--- config.mk ---
export PLATFORM = sky130hd
export DESIGN_NAME = fft_dif_seq_ctrl
export DESIGN_NICKNAME = d
export VERILOG_FILES = /design/src/rtl/fft_dif_seq_ctrl.sv
export SDC_FILE = /design/constraint.sdc
export NUM_CORES = 1
export LEC_CHECK = 0
export BUFFER_PORTS_ARGS = -buffer_cell sky130_fd_sc_hd__buf_4
export CAP_MARGIN = 20
export CORE_MARGIN = 1.5
export CORE_UTILIZATION = 40
export DETAILED_ROUTE_END_ITERATION = 10
export PLACE_DENSITY = 0.68
export SYNTH_ARGS = -nofsm -noshare
export SYNTH_HDL_FRONTEND = slang
export SYNTH_SLANG_ARGS = --single-unit
--- constraint.sdc ---
create_clock -name clk -period 2.9 [get_ports clk]
set_clock_uncertainty 0.05 [all_clocks]
set_input_delay 0.725 -clock clk [delete_from_list [all_inputs] [get_ports clk]]
set_output_delay 0.725 -clock clk [all_outputs]
set_load 0.02 [all_outputs]
--- src/rtl/fft_dif_seq_ctrl.sv ---
// fft_dif_seq_ctrl: stage/butterfly sequencer for an in-place radix-2 DIF FFT
// built around one shared butterfly. Issues a butterfly read every 2 cycles,
// drains the butterfly pipeline between stages, and replays the read
// addresses PIPE_DELAY cycles later as the write addresses.
// Optional build macro: BITREV_WR_EN - final-stage write addresses are
// bit-reversed so the data memory ends up holding natural-order output.
module fft_dif_seq_ctrl #(
    parameter int N_LOG2     = 4,
    parameter int PIPE_DELAY = 4
) (
    input  logic                clk,
    input  logic                rst_n,
    input  logic                start,
    output logic                busy,
    output logic                done,
    output logic                bfly_clr,
    output logic                rd_en,
    output logic [N_LOG2-1:0]   rd_addr0,
    output logic [N_LOG2-1:0]   rd_addr1,
    output logic [N_LOG2-2:0]   tw_addr,
    output logic                wr_en,
    output logic [N_LOG2-1:0]   wr_addr0,
    output logic [N_LOG2-1:0]   wr_addr1,
    output logic [N_LOG2-1:0]   stage
);
    localparam int TW_WIDTH = N_LOG2 - 1;
    localparam int JW       = N_LOG2 - 1;
    localparam int CW       = $clog2(PIPE_DELAY + 1);
    localparam logic [JW-1:0]     J_LAST = '1;
    localparam logic [N_LOG2-1:0] S_LAST = N_LOG2'(N_LOG2 - 1);

    typedef enum logic [1:0] {IDLE, RUN, DRAIN, FIN} state_t;

    state_t                state_reg;
    logic [N_LOG2-1:0]     stage_reg;
    logic [JW-1:0]         j_reg;
    logic                  phase_reg;
    logic [CW-1:0]         cnt_reg;
    logic                  busy_reg, done_reg, bfly_clr_reg, rd_en_reg;
    logic [N_LOG2-1:0]     rd_addr0_reg, rd_addr1_reg;
    logic [TW_WIDTH-1:0]   tw_addr_reg;
    logic                  wr_en_reg;
    logic [N_LOG2-1:0]     wr_addr0_reg, wr_addr1_reg;

    // Write-address delay line; the output registers form its last tap
    logic [PIPE_DELAY-2:0] pv_reg;
    logic [N_LOG2-1:0]     pa0_reg [PIPE_DELAY-1];
    logic [N_LOG2-1:0]     pa1_reg [PIPE_DELAY-1];

    logic [N_LOG2-1:0]     jw_next, h_next, hmask_next, a0_next, a1_next;
    logic [TW_WIDTH-1:0]   tw_next;
    logic [N_LOG2-1:0]     win0_next, win1_next;

    // Butterfly addressing: insert a 0 at bit N_LOG2-1-s of j, partner is +h
    always_comb begin
        jw_next    = {1'b0, j_reg};
        h_next     = N_LOG2'(1) << (S_LAST - stage_reg);
        hmask_next = h_next - N_LOG2'(1);
        a0_next    = ((jw_next & ~hmask_next) << 1) | (jw_next & hmask_next);
        a1_next    = a0_next | h_next;
        tw_next    = TW_WIDTH'((jw_next & hmask_next) << stage_reg);
    end

`ifdef BITREV_WR_EN
    logic [N_LOG2-1:0] rev0, rev1;
    genvar gi;
    generate
        for (gi = 0; gi < N_LOG2; gi++) begin : g_rev
            assign rev0[gi] = rd_addr0_reg[N_LOG2-1-gi];
            assign rev1[gi] = rd_addr1_reg[N_LOG2-1-gi];
        end
    endgenerate

    // Final-stage writes land in bit-reversed slots (stage is stable here)
    always_comb begin
        win0_next = rd_addr0_reg;
        win1_next = rd_addr1_reg;
        if (stage_reg == S_LAST) begin
            win0_next = rev0;
            win1_next = rev1;
        end
    end
`else
    // Writes go back in place to the addresses that were read
    always_comb begin
        win0_next = rd_addr0_reg;
        win1_next = rd_addr1_reg;
    end
`endif

    // Sequencer FSM: issue slots, inter-stage drain and the done pulse
    always_ff @(posedge clk or negedge rst_n) begin
        if (!rst_n) begin
            state_reg    <= IDLE;
            stage_reg    <= '0;
            j_reg        <= '0;
            phase_reg    <= 1'b0;
            cnt_reg      <= '0;
            busy_reg     <= 1'b0;
            done_reg     <= 1'b0;
            bfly_clr_reg <= 1'b0;
            rd_en_reg    <= 1'b0;
            rd_addr0_reg <= '0;
            rd_addr1_reg <= '0;
            tw_addr_reg  <= '0;
        end else begin
            bfly_clr_reg <= 1'b0;
            rd_en_reg    <= 1'b0;
            done_reg     <= 1'b0;
            case (state_reg)
                IDLE: begin
                    // done_reg blocks a start arriving in the done cycle
                    if (start && !done_reg) begin
                        state_reg    <= RUN;
                        stage_reg    <= '0;
                        j_reg        <= '0;
                        phase_reg    <= 1'b0;
                        bfly_clr_reg <= 1'b1;
                    end
                end
                RUN: begin
                    busy_reg <= 1'b1;
                    if (!phase_reg) begin
                        rd_en_reg    <= 1'b1;
                        rd_addr0_reg <= a0_next;
                        rd_addr1_reg <= a1_next;
                        tw_addr_reg  <= tw_next;
                        phase_reg    <= 1'b1;
                        if (j_reg == J_LAST) begin
                            state_reg <= DRAIN;
                            cnt_reg   <= CW'(PIPE_DELAY - 1);
                        end
                    end else begin
                        phase_reg <= 1'b0;
                        j_reg     <= j_reg + JW'(1);
                    end
                end
                DRAIN: begin
                    if (cnt_reg == '0) begin
                        if (stage_reg == S_LAST) begin
                            state_reg <= FIN;
                        end else begin
                            stage_reg <= stage_reg + N_LOG2'(1);
                            j_reg     <= '0;
                            phase_reg <= 1'b0;
                            state_reg <= RUN;
                        end
                    end else begin
                        cnt_reg <= cnt_reg - CW'(1);
                    end
                end
                FIN: begin
                    busy_reg  <= 1'b0;
                    done_reg  <= 1'b1;
                    state_reg <= IDLE;
                end
                default: state_reg <= IDLE;
            endcase
        end
    end

    // Delay line carrying {valid, addr0, addr1} from the read to the write side
    always_ff @(posedge clk or negedge rst_n) begin
        if (!rst_n) begin
            pv_reg <= '0;
            for (int i = 0; i < PIPE_DELAY - 1; i++) begin
                pa0_reg[i] <= '0;
                pa1_reg[i] <= '0;
            end
        end else begin
            pv_reg[0]  <= rd_en_reg;
            pa0_reg[0] <= win0_next;
            pa1_reg[0] <= win1_next;
            for (int i = 1; i < PIPE_DELAY - 1; i++) begin
                pv_reg[i]  <= pv_reg[i-1];
                pa0_reg[i] <= pa0_reg[i-1];
                pa1_reg[i] <= pa1_reg[i-1];
            end
        end
    end

    // Final tap: write strobe lands exactly PIPE_DELAY cycles after rd_en
    always_ff @(posedge clk or negedge rst_n) begin
        if (!rst_n) begin
            wr_en_reg    <= 1'b0;
            wr_addr0_reg <= '0;
            wr_addr1_reg <= '0;
        end else begin
            wr_en_reg    <= pv_reg[PIPE_DELAY-2];
            wr_addr0_reg <= pa0_reg[PIPE_DELAY-2];
            wr_addr1_reg <= pa1_reg[PIPE_DELAY-2];
        end
    end

    assign busy     = busy_reg;
    assign done     = done_reg;
    assign bfly_clr = bfly_clr_reg;
    assign rd_en    = rd_en_reg;
    assign rd_addr0 = rd_addr0_reg;
    assign rd_addr1 = rd_addr1_reg;
    assign tw_addr  = tw_addr_reg;
    assign wr_en    = wr_en_reg;
    assign wr_addr0 = wr_addr0_reg;
    assign wr_addr1 = wr_addr1_reg;
    assign stage    = stage_reg;
endmodule

==> results of run 1 <==
## area by class of cell
type / instances / area share (%)
clock buffer: 9 / 4.299
timing repair buffer: 30 / 7.816
multi-input combinational: 101 / 23.88
clock inverter: 7 / 3.561
sequential: 64 / 55.58
inverter: 10 / 1.737
tap: 72 / 3.126
## cells in the mapped netlist, types with 2 or more instances
| master | count | share of area, % |
|---|---|---|
| dfrtp_1 | 64 | 67 |
| a221oi_1 | 2 | 0.73 |
| inv_1 | 9 | 1.4 |
| buf_6 | 3 | 1.4 |
| nor2_1 | 12 | 1.9 |
| a31oi_1 | 4 | 1.0 |
| and2_1 | 2 | 0.52 |
| nand2_1 | 13 | 2.0 |
| ha_1 | 7 | 3.7 |
| nand3_1 | 5 | 1.0 |
| nor3_1 | 4 | 0.84 |
| o21ai_0 | 8 | 1.7 |
| nand3b_1 | 2 | 0.63 |
| xor2_1 | 2 | 0.73 |
| a21oi_1 | 11 | 2.3 |
| mux2i_1 | 3 | 1.3 |
| nand2b_1 | 3 | 0.79 |
| nor2b_1 | 3 | 0.79 |
## logic make-up after synthesis
group | count (synthesis) | share of synthesized area, %
buf+inv | 15 | 4.038
xor+xnor | 3 | 1.101
fa+ha+maj | 7 | 3.671
flops | 64 | 67.12
compound gates | 35 | 9.859
mux | 3 | 1.259
simple gates | 53 | 12.95
## final timing paths
path / to / slack [ns] / depth (start not counted)
worst min-delay path: pv_reg[2] / 0.30 / 0
worst max register to register: tw_addr[2] / 0.34 / 9
worst min register to register: pv_reg[2] / 0.30 / 0
max in group asynchronous: j_reg[2] / 1.89 / 1
worst max-delay path: tw_addr[2] / 0.34 / 9
min in group asynchronous: pa1_reg[1] / 0.41 / 1
## worst max-delay path, delay by kind of cell (launching register included)
family,cells,cell delay [ns]
AND/OR/NAND/NOR,3,0.69
adder cells (fa/ha/maj),2,0.67
flip-flops,1,0.48
AO/OA/AOI/OAI,2,0.35
buffers and inverters,2,0.22
## report_power, final
| group | internal (W) | switching, W |
|---|---|---|
| logic | 0.000464 | 0.000628 |
| clock network | 0.000492 | 0.000361 |
| registers | 0.00126 | 0.000224 |
| total | 0.00222 | 0.00121 |
## cell usage in the layout (no fill, tap or decap), types with 2 or more instances in the layout
cell type	instances
ha_1	7
a221oi_1	2
and2_1	2
nor2_1	12
inv_1	9
bufinv_16	2
clkinv_4	2
nand3_1	5
nor2b_1	3
buf_4	30
o21ai_0	8
dfrtp_1	64
nand3b_1	2
a31oi_1	4
xor2_1	2
clkbuf_8	9
nor3_1	4
mux2i_1	3
nand2_1	13
inv_6	2
nand2b_1	3
a21oi_1	11
## stage by stage
step	util [%]	total power [W]
after floorplan	-	0.002230
after global placement	47.06	0.002578
after detailed placement	47.06	0.002612
after CTS	51.08	0.003480
after global routing	51.08	0.003681
final	51.08	0.003434
## metal layers
metal,global-route usage (%),vias to the layer above,part of all wire (%)
met5,0,-,0
met4,6.724,0,1.8
met3,6.591,10,5.3
met2,21.51,37,47
met1,18.29,715,46
li1,-,691,-
==> reports/qor.txt, run 1 <==
final setup TNS = 0 ns
Yosys Warn Count = 0
share of layout cells above drive strength 1 = 25.34%
Critical Path End Type = flop
RSZ-0062 raised after global routing = no
WS Path Type = reg -> reg
Die Area = 6438 µm²
Multi-input gate area = 688.2 µm²
hold path startpoint = pv_reg[1]
die height = 80.24 µm
Layout area overhead = 20.77%
CTS Hold Bufs = 0
CP Cell Sequence = inv_1 -> ha_1 -> nor2_1 -> and3_1 -> inv_1 -> ha_1 -> nor2b_1 -> a31oi_1 -> o41ai_2
total track usage = 14.61%
WL final = 3971 µm
I/O pins = 31
Pwr Density = 1192 nW/µm²
Seq/Total Area, Yosys = 67.12%
Leak = 1.358 nW
H-tree level count = 3
FF+latch count, synth = 64
Worst R2R Start = stage[2]
GRT overflow = 0
Final setup viols = 0
CTS tree = built
DR pass1 iterations = 4
Port Buffers = 30
Antenna Cells = 0
CTS clk-pin slew, worst paths = 0.07 ns
status = completed
most used flip-flop cell after synthesis = dfrtp_1
Seq. cell area = 1602 µm²
post-DP HPWL = 2627 µm
largest net degree at the start of global routing = 65
CP max stage cell = dfrtp_1
peak supply drop = 0.6102 mV
Post-Syn Area = 2386 µm²
Skew-Pair Late Insertion Delay = 0.34 ns
Relative slew margins = 48.98%
Synth Instances = 180
min-delay worst type = reg -> reg
GPL Wtd Cong = 0.8115
Slew Limit Fails = 0
WHS = 0.2966 ns
crit path DAT = 2.75 ns
row cnt = 27
FMAX = 390.3 MHz
Unique masters post-synth = 41
DIE WIDTH = 80.24 µm
CTS Buffer Depth = 2
clk sinks = 64
final worst-path setup slack = 0.3378 ns
Resize count post-CTS = 0
final std cells w/o fill = 293
WP data required = 3.09 ns
initial DRC count = 74
vias = 1453
CP startpoint = stage[2]
EDFF count, synth = 0
pre-CTS WS = 0.4143 ns
final antenna-violating net count = 0
placed inst area = 2655 µm²
Fillers = 491
max incr delay on CP = 0.48 ns
root buf cell = clkbuf_8
Final Hold Vio Count = 0
initial core utilization = 42.29%
Nets = 226
Synth Area per Inst = 13.26 µm²
initial antenna violation count = 0
finished layout cell area = 2882 µm²
DR WL/cell = 13.55 µm
core area = 5642 µm²
CTS Buf Count = 9
Remaining DRCs = 0
fin crit period = 2.562 ns
asr flop ratio synth = 100.0%
routed vias/inst = 4.959
first-pass GRT wire length = 6865 µm
critical path startpoint category = flop
Worst Path Max Fanout = 7
Worst Tran Pin Value = 0.7652 ns
post-CTS setup buffer count = 0
Max-Cap Viols = 0
part of the cycle the worst path needs = 88.35%
dpl cells = 277
Post-Syn Nets = 190
vias in the first global route = 1453
(Power assumes the default switching activity.)
==> run 2, diff against run 1 <==
--- a/config.mk
+++ b/config.mk
@@ -11,6 +11,7 @@
 export CORE_UTILIZATION = 40
 export DETAILED_ROUTE_END_ITERATION = 10
 export PLACE_DENSITY = 0.68
+export RECOVER_POWER = 50
 export SYNTH_ARGS = -nofsm -noshare
 export SYNTH_HDL_FRONTEND = slang
 export SYNTH_SLANG_ARGS = --single-unit
==> reports/qor.txt, run 2 (synthesis results as in run 1) <==
CTS clk-pin slew, worst paths = 0.07 ns
max incr delay on CP = 0.48 ns
Layout area overhead = 20.35%
critical path startpoint category = flop
Worst Reg-to-Reg Cells = 9
CTS tree = built
commonest cells after routing, fill and taps aside = dfrtp_1, buf_4, nand2_1
GRT overflow = 0
DIE WIDTH = 80.24 µm
Resize count post-CTS = 0
FMAX = 390.3 MHz
H-tree level count = 3
crit path DAT = 2.75 ns
Remaining DRCs = 0
Die Area = 6438 µm²
total power = 0.003427 W
CP max stage cell = dfrtp_1
row cnt = 27
Worst R2R Start = stage[2]
worst-case hold path end point = pv_reg[2]
WS Path Type = reg -> reg
Skew-Pair Late Insertion Delay = 0.34 ns
Max-Cap Viols = 1
DR pass1 iterations = 4
Worst Path Max Fanout = 7
Worst path top cell family by delay = simple AND/OR/NAND/NOR gates
RSZ-0062 raised after global routing = no
final antenna-violating net count = 0
fin crit period = 2.562 ns
initial core utilization = 42.29%
r2r endpoint = tw_addr[2]
Nets = 226
root buf cell = clkbuf_8
status = finished, violations left
Worst Tran Pin Value = 1.520 ns
Final Hold Vio Count = 0
Port Buffers = 30
Hold Path Cell Cnt = 0
initial DRC count = 79
Pwr Density = 1193 nW/µm²
DR WL/cell = 13.55 µm
vias = 1455
WP data required = 3.09 ns
vias in the first global route = 1453
Leak = 1.354 nW
first-pass GRT wire length = 6865 µm
peak supply drop = 0.6100 mV
core area = 5642 µm²
total track usage = 14.61%
min-delay worst type = reg -> reg
final setup TNS = 0 ns
CP Cell Sequence = inv_1 -> ha_1 -> nor2_1 -> and3_1 -> inv_1 -> ha_1 -> nor2b_1 -> a31oi_1 -> o41ai_2
Slew Limit Fails = 65
largest net degree at the start of global routing = 65
Buf/Inv on CP = 2
GPL Wtd Cong = 0.8115
Final setup viols = 0
WL final = 3969 µm
share of layout cells above drive strength 1 = 24.89%
hold path startpoint = pv_reg[1]
routed vias/inst = 4.966
CTS Buf Count = 9
setup slack, reg-to-reg = 0.34 ns
Critical Path End Type = flop
post-DP HPWL = 2627 µm
I/O pins = 31
failing checks = max-capacitance violations, max-slew violations
clk sinks = 64
CTS Buffer Depth = 2
initial antenna violation count = 0
Antenna Cells = 0
part of the cycle the worst path needs = 88.35%
Relative slew margins = -1.336%
CTS Hold Bufs = 0
post-CTS setup buffer count = 0
die height = 80.24 µm
leading cell type in the layout, fill and taps excluded = dfrtp_1
==> run 2: changes by cell type in the layout (fill, tap and decap cells not counted), sizes merged <==
cell	change
clkbuf	+1
buf	-1
==> run 2: report_power, final <==
part           internal, W  leakage, nW  switching (W)  total (W)
logic             0.000459        0.471       0.000628    0.00109
clock network     0.000492        0.110       0.000361   0.000853
registers          0.00127        0.773       0.000222    0.00149
total              0.00222         1.35        0.00121    0.00343
==> run 2: worst max path at each step <==
| stage | depth (start not counted) | to | startpoint | slack [ns] |
|---|---|---|---|---|
| global route | 9 | tw_addr[2] | stage[2] | 0.14 |
| CTS | 9 | tw_addr[2] | stage[2] | 0.36 |
| detailed placement | 9 | tw_addr[2] | stage[2] | 0.41 |
| finish | 9 | tw_addr[2] | stage[2] | 0.34 |
| floorplan | 9 | tw_addr[2] | stage[2] | 0.51 |
| global placement | 9 | tw_addr[2] | stage[2] | 0.52 |
==> run 2: worst register-to-register path, cell delays in order, from the launching register on <==
cell     delay, ns
dfrtp_1       0.48
inv_1         0.16
ha_1          0.36
nor2_1        0.17
and3_1        0.24
inv_1         0.06
ha_1          0.31
nor2b_1       0.28
a31oi_1       0.14
o41ai_2       0.21
==> run 2: per-layer routing <==
| metal | part of all wire, % | vias up | GRT usage (%) |
|---|---|---|---|
| li1 | - | 691 | - |
| met1 | 46 | 717 | 18.29 |
| met2 | 47 | 37 | 21.51 |
| met3 | 5.3 | 10 | 6.591 |
| met4 | 1.8 | 0 | 6.724 |
| met5 | 0 | - | 0 |
==> run 2: metrics by stage <==
| stage | cell area (µm²) | hold slack (ns) | setup WS (ns) | instances | utilization (%) |
|---|---|---|---|---|---|
| 6_report | 2872 | 0.2966 | 0.3378 | 293 | 50.90 |
| 5_1_grt | 2872 | 0.2990 | 0.1398 | 293 | 50.90 |
| 4_1_cts | 2882 | 0.2968 | 0.3611 | 293 | 51.08 |
| 3_5_place_dp | 2655 | 0.2847 | 0.4143 | 277 | 47.06 |
| 3_3_place_gp | 2655 | 0.2816 | 0.5248 | 277 | 47.06 |
| 2_1_floorplan | 2386 | 0.2812 | 0.5108 | 180 | - |
==> run 2: cell type report <==
type	count	area [µm²]
flip-flops and latches	64	1602
fillers	494	2770
inverters	10	50.05
well taps	72	90.09
repair buffers	30	222.7
clock buffers	9	123.9
clock inverters	7	102.6
multi-input cells	101	680.7
==> run 3, diff against run 2 <==
--- a/config.mk
+++ b/config.mk
@@ -5,11 +5,12 @@
 export SDC_FILE = /design/constraint.sdc
 export NUM_CORES = 1
 export LEC_CHECK = 0
+export ABC_AREA = 1
 export BUFFER_PORTS_ARGS = -buffer_cell sky130_fd_sc_hd__buf_4
-export CAP_MARGIN = 20
 export CORE_MARGIN = 1.5
 export CORE_UTILIZATION = 40
 export DETAILED_ROUTE_END_ITERATION = 10
+export GPL_ROUTABILITY_DRIVEN = 0
 export PLACE_DENSITY = 0.68
 export RECOVER_POWER = 50
 export SYNTH_ARGS = -nofsm -noshare
==> reports/qor.txt, run 3 <==
EDFF count, synth = 0
Buf/Inv on CP = 4
final antenna-violating net count = 0
placed inst area = 2610 µm²
H-tree level count = 3
Seq/Total Area, Yosys = 69.57%
CTS Buffer Depth = 2
critical path startpoint category = flop
leading cell type in the layout, fill and taps excluded = dfrtp_1
CP Cell Sequence = inv_1 -> ha_1 -> nor2_1 -> nand3_1 -> ha_1 -> inv_1 -> nand2_1 -> o21ai_1 -> inv_1 -> nand3_1 -> o21ai_0 -> inv_1
Yosys Warn Count = 0
mux contribution to synthesized area = 0%
I/O pins = 31
Fillers = 511
part of the cycle the worst path needs = 74.86%
crit-path most repeated cell = inv_1
Pwr Density = 1290 nW/µm²
Post-Syn Area = 2302 µm²
CTS Hold Bufs = 0
fin crit period = 2.171 ns
Antenna Cells = 0
Final Hold Vio Count = 0
CTS tree = built
initial core utilization = 41.55%
DR pass1 iterations = 4
CTS Buf Count = 9
initial antenna violation count = 0
Post-Synth Adder-Cell Area = 3.804%
Max-Cap Viols = 1
Worst Reg-to-Reg Cells = 12
vias = 1496
final worst-path setup slack = 0.7291 ns
Slew Limit Fails = 65
largest family of logic cells by synthesized area = simple AND/OR/NAND/NOR gates
WP data required = 3.08 ns
Synth top cells by count = dfrtp_1, nand2_1, inv_1
Remaining DRCs = 0
share of layout cells above drive strength 1 = 24.27%
commonest cells after routing, fill and taps aside = dfrtp_1, nand2_1, buf_4
final setup TNS = 0 ns
Yosys top cell area share = 69.57%
r2r endpoint = rd_addr1[1]
post-CTS setup buffer count = 0
GRT overflow = 0
row cnt = 27
Synth Area in Compound Gates = 7.500%
asr flop ratio synth = 100.0%
Resize count post-CTS = 0
clk sinks = 64
Port Buffers = 30
routed vias/inst = 4.810
crit path DAT = 2.35 ns
most used flip-flop cell after synthesis = dfrtp_1
die height = 78.87 µm
WL final = 3932 µm
Synth Area in XOR/XNOR = 0%
CTS clk-pin slew, worst paths = 0.07 ns
Layout area overhead = 24.13%
pre-CTS WS = 0.7637 ns
Die Area = 6220 µm²
vias in the first global route = 1456
Hold Path Cell Cnt = 0
root buf cell = clkbuf_8
post-DP HPWL = 2616 µm
Relative slew margins = -0.6233%
Worst Path Max Fanout = 6
synth top area cells = dfrtp_1, nand2_1, nand3_1, ha_1, inv_1
min-delay worst type = reg -> reg
Synth Instances = 194
largest net degree at the start of global routing = 65
FMAX = 460.6 MHz
Unique masters post-synth = 24
Critical Path End Type = flop
Worst path top cell family by delay = adder cells
core area = 5540 µm²
FF+latch count, synth = 64
Synth Area per Inst = 11.87 µm²
Synth area leader = dfrtp_1
DR WL/cell = 12.64 µm
hold path startpoint = pa0_reg[0]
peak supply drop = 0.5439 mV
RSZ-0062 raised after global routing = no
Simple-Gate Fraction of Synth Area = 14.95%
Nets = 244
total track usage = 14.80%
CP max stage cell = dfrtp_1
Final setup viols = 0
finished layout cell area = 2858 µm²
DIE WIDTH = 78.87 µm
Worst Tran Pin Value = 1.509 ns
Skew-Pair Late Insertion Delay = 0.34 ns
worst-case hold path end point = wr_addr0[0]
Post-Syn Nets = 204
status = finished, violations left
Leak = 1.436 nW
most common cell in the synthesized netlist = dfrtp_1
WS Path Type = reg -> reg
failing checks = max-capacitance violations, max-slew violations
initial DRC count = 73
max incr delay on CP = 0.43 ns
first-pass GRT wire length = 6796 µm
setup slack, reg-to-reg = 0.73 ns
Worst R2R Start = stage[2]
-- run 3: changes by cell type after synthesis, sizes merged, moves of 4 or more --
cell / change
nand2: +20
nand3: +17
inv: +14
buf: -4
nand2b: -4
-- run 3: worst max path at each step --
stage	cells past startpoint	start	endpoint
2_1_floorplan	12	stage[2]	rd_addr1[1]
3_3_place_gp	12	stage[2]	rd_addr1[1]
3_5_place_dp	12	stage[2]	rd_addr1[1]
4_1_cts	12	stage[2]	rd_addr1[1]
5_1_grt	12	stage[2]	tw_addr[2]
6_report	12	stage[2]	rd_addr1[1]
-- run 3: layout make-up --
class | instances | area [µm²] | area share, %
well taps | 72 | 90.09 | 3.152
clock inverters | 6 | 115.1 | 4.028
clock buffers | 10 | 137.6 | 4.816
multi-input cells | 106 | 601.8 | 21.06
inverters | 23 | 88.84 | 3.109
repair buffers | 30 | 222.7 | 7.793
flip-flops and latches | 64 | 1602 | 56.04
-- run 3: worst reg2reg max path, stage by stage (launching register included) --
cell,delay (ns)
dfrtp_1,0.43
inv_1,0.15
ha_1,0.37
nor2_1,0.16
nand3_1,0.12
ha_1,0.33
inv_1,0.05
nand2_1,0.09
o21ai_1,0.07
inv_1,0.06
nand3_1,0.06
o21ai_0,0.08
inv_1,0.06
-- run 3: layer usage --
| metal | GRT usage (%) | share of wire (%) |
|---|---|---|
| met3 | 8.046 | 6.7 |
| met5 | 0 | 0 |
| met2 | 22.33 | 46 |
| met4 | 5.614 | 1.8 |
| met1 | 17.84 | 46 |
-- run 3: logic make-up (layout without fill, tap and decap cells) --
family	count (synthesis)	in the layout
simple gates	69	69
fa+ha+maj	7	7
buf+inv	24	69
compound gates	30	30
flops	64	64
-- run 3: where the power goes --
part	internal [W]	total, W	switching (W)
clock network	0.000598	0.000944	0.000346
registers	0.00127	0.00149	0.000219
logic	0.000474	0.00125	0.000774
-- run 3: metrics by stage --
step / total power [W] / util [%] / std cells / hold WS (ns)
final: 0.003686 / 51.58 / 311 / 0.2990
after global routing: 0.003961 / 51.58 / 311 / 0.3049
after CTS: 0.003732 / 51.67 / 311 / 0.3002
after detailed placement: 0.002772 / 47.11 / 295 / 0.2847
after global placement: 0.002725 / 47.11 / 295 / 0.2815
after floorplan: 0.002307 / - / 194 / 0.2812
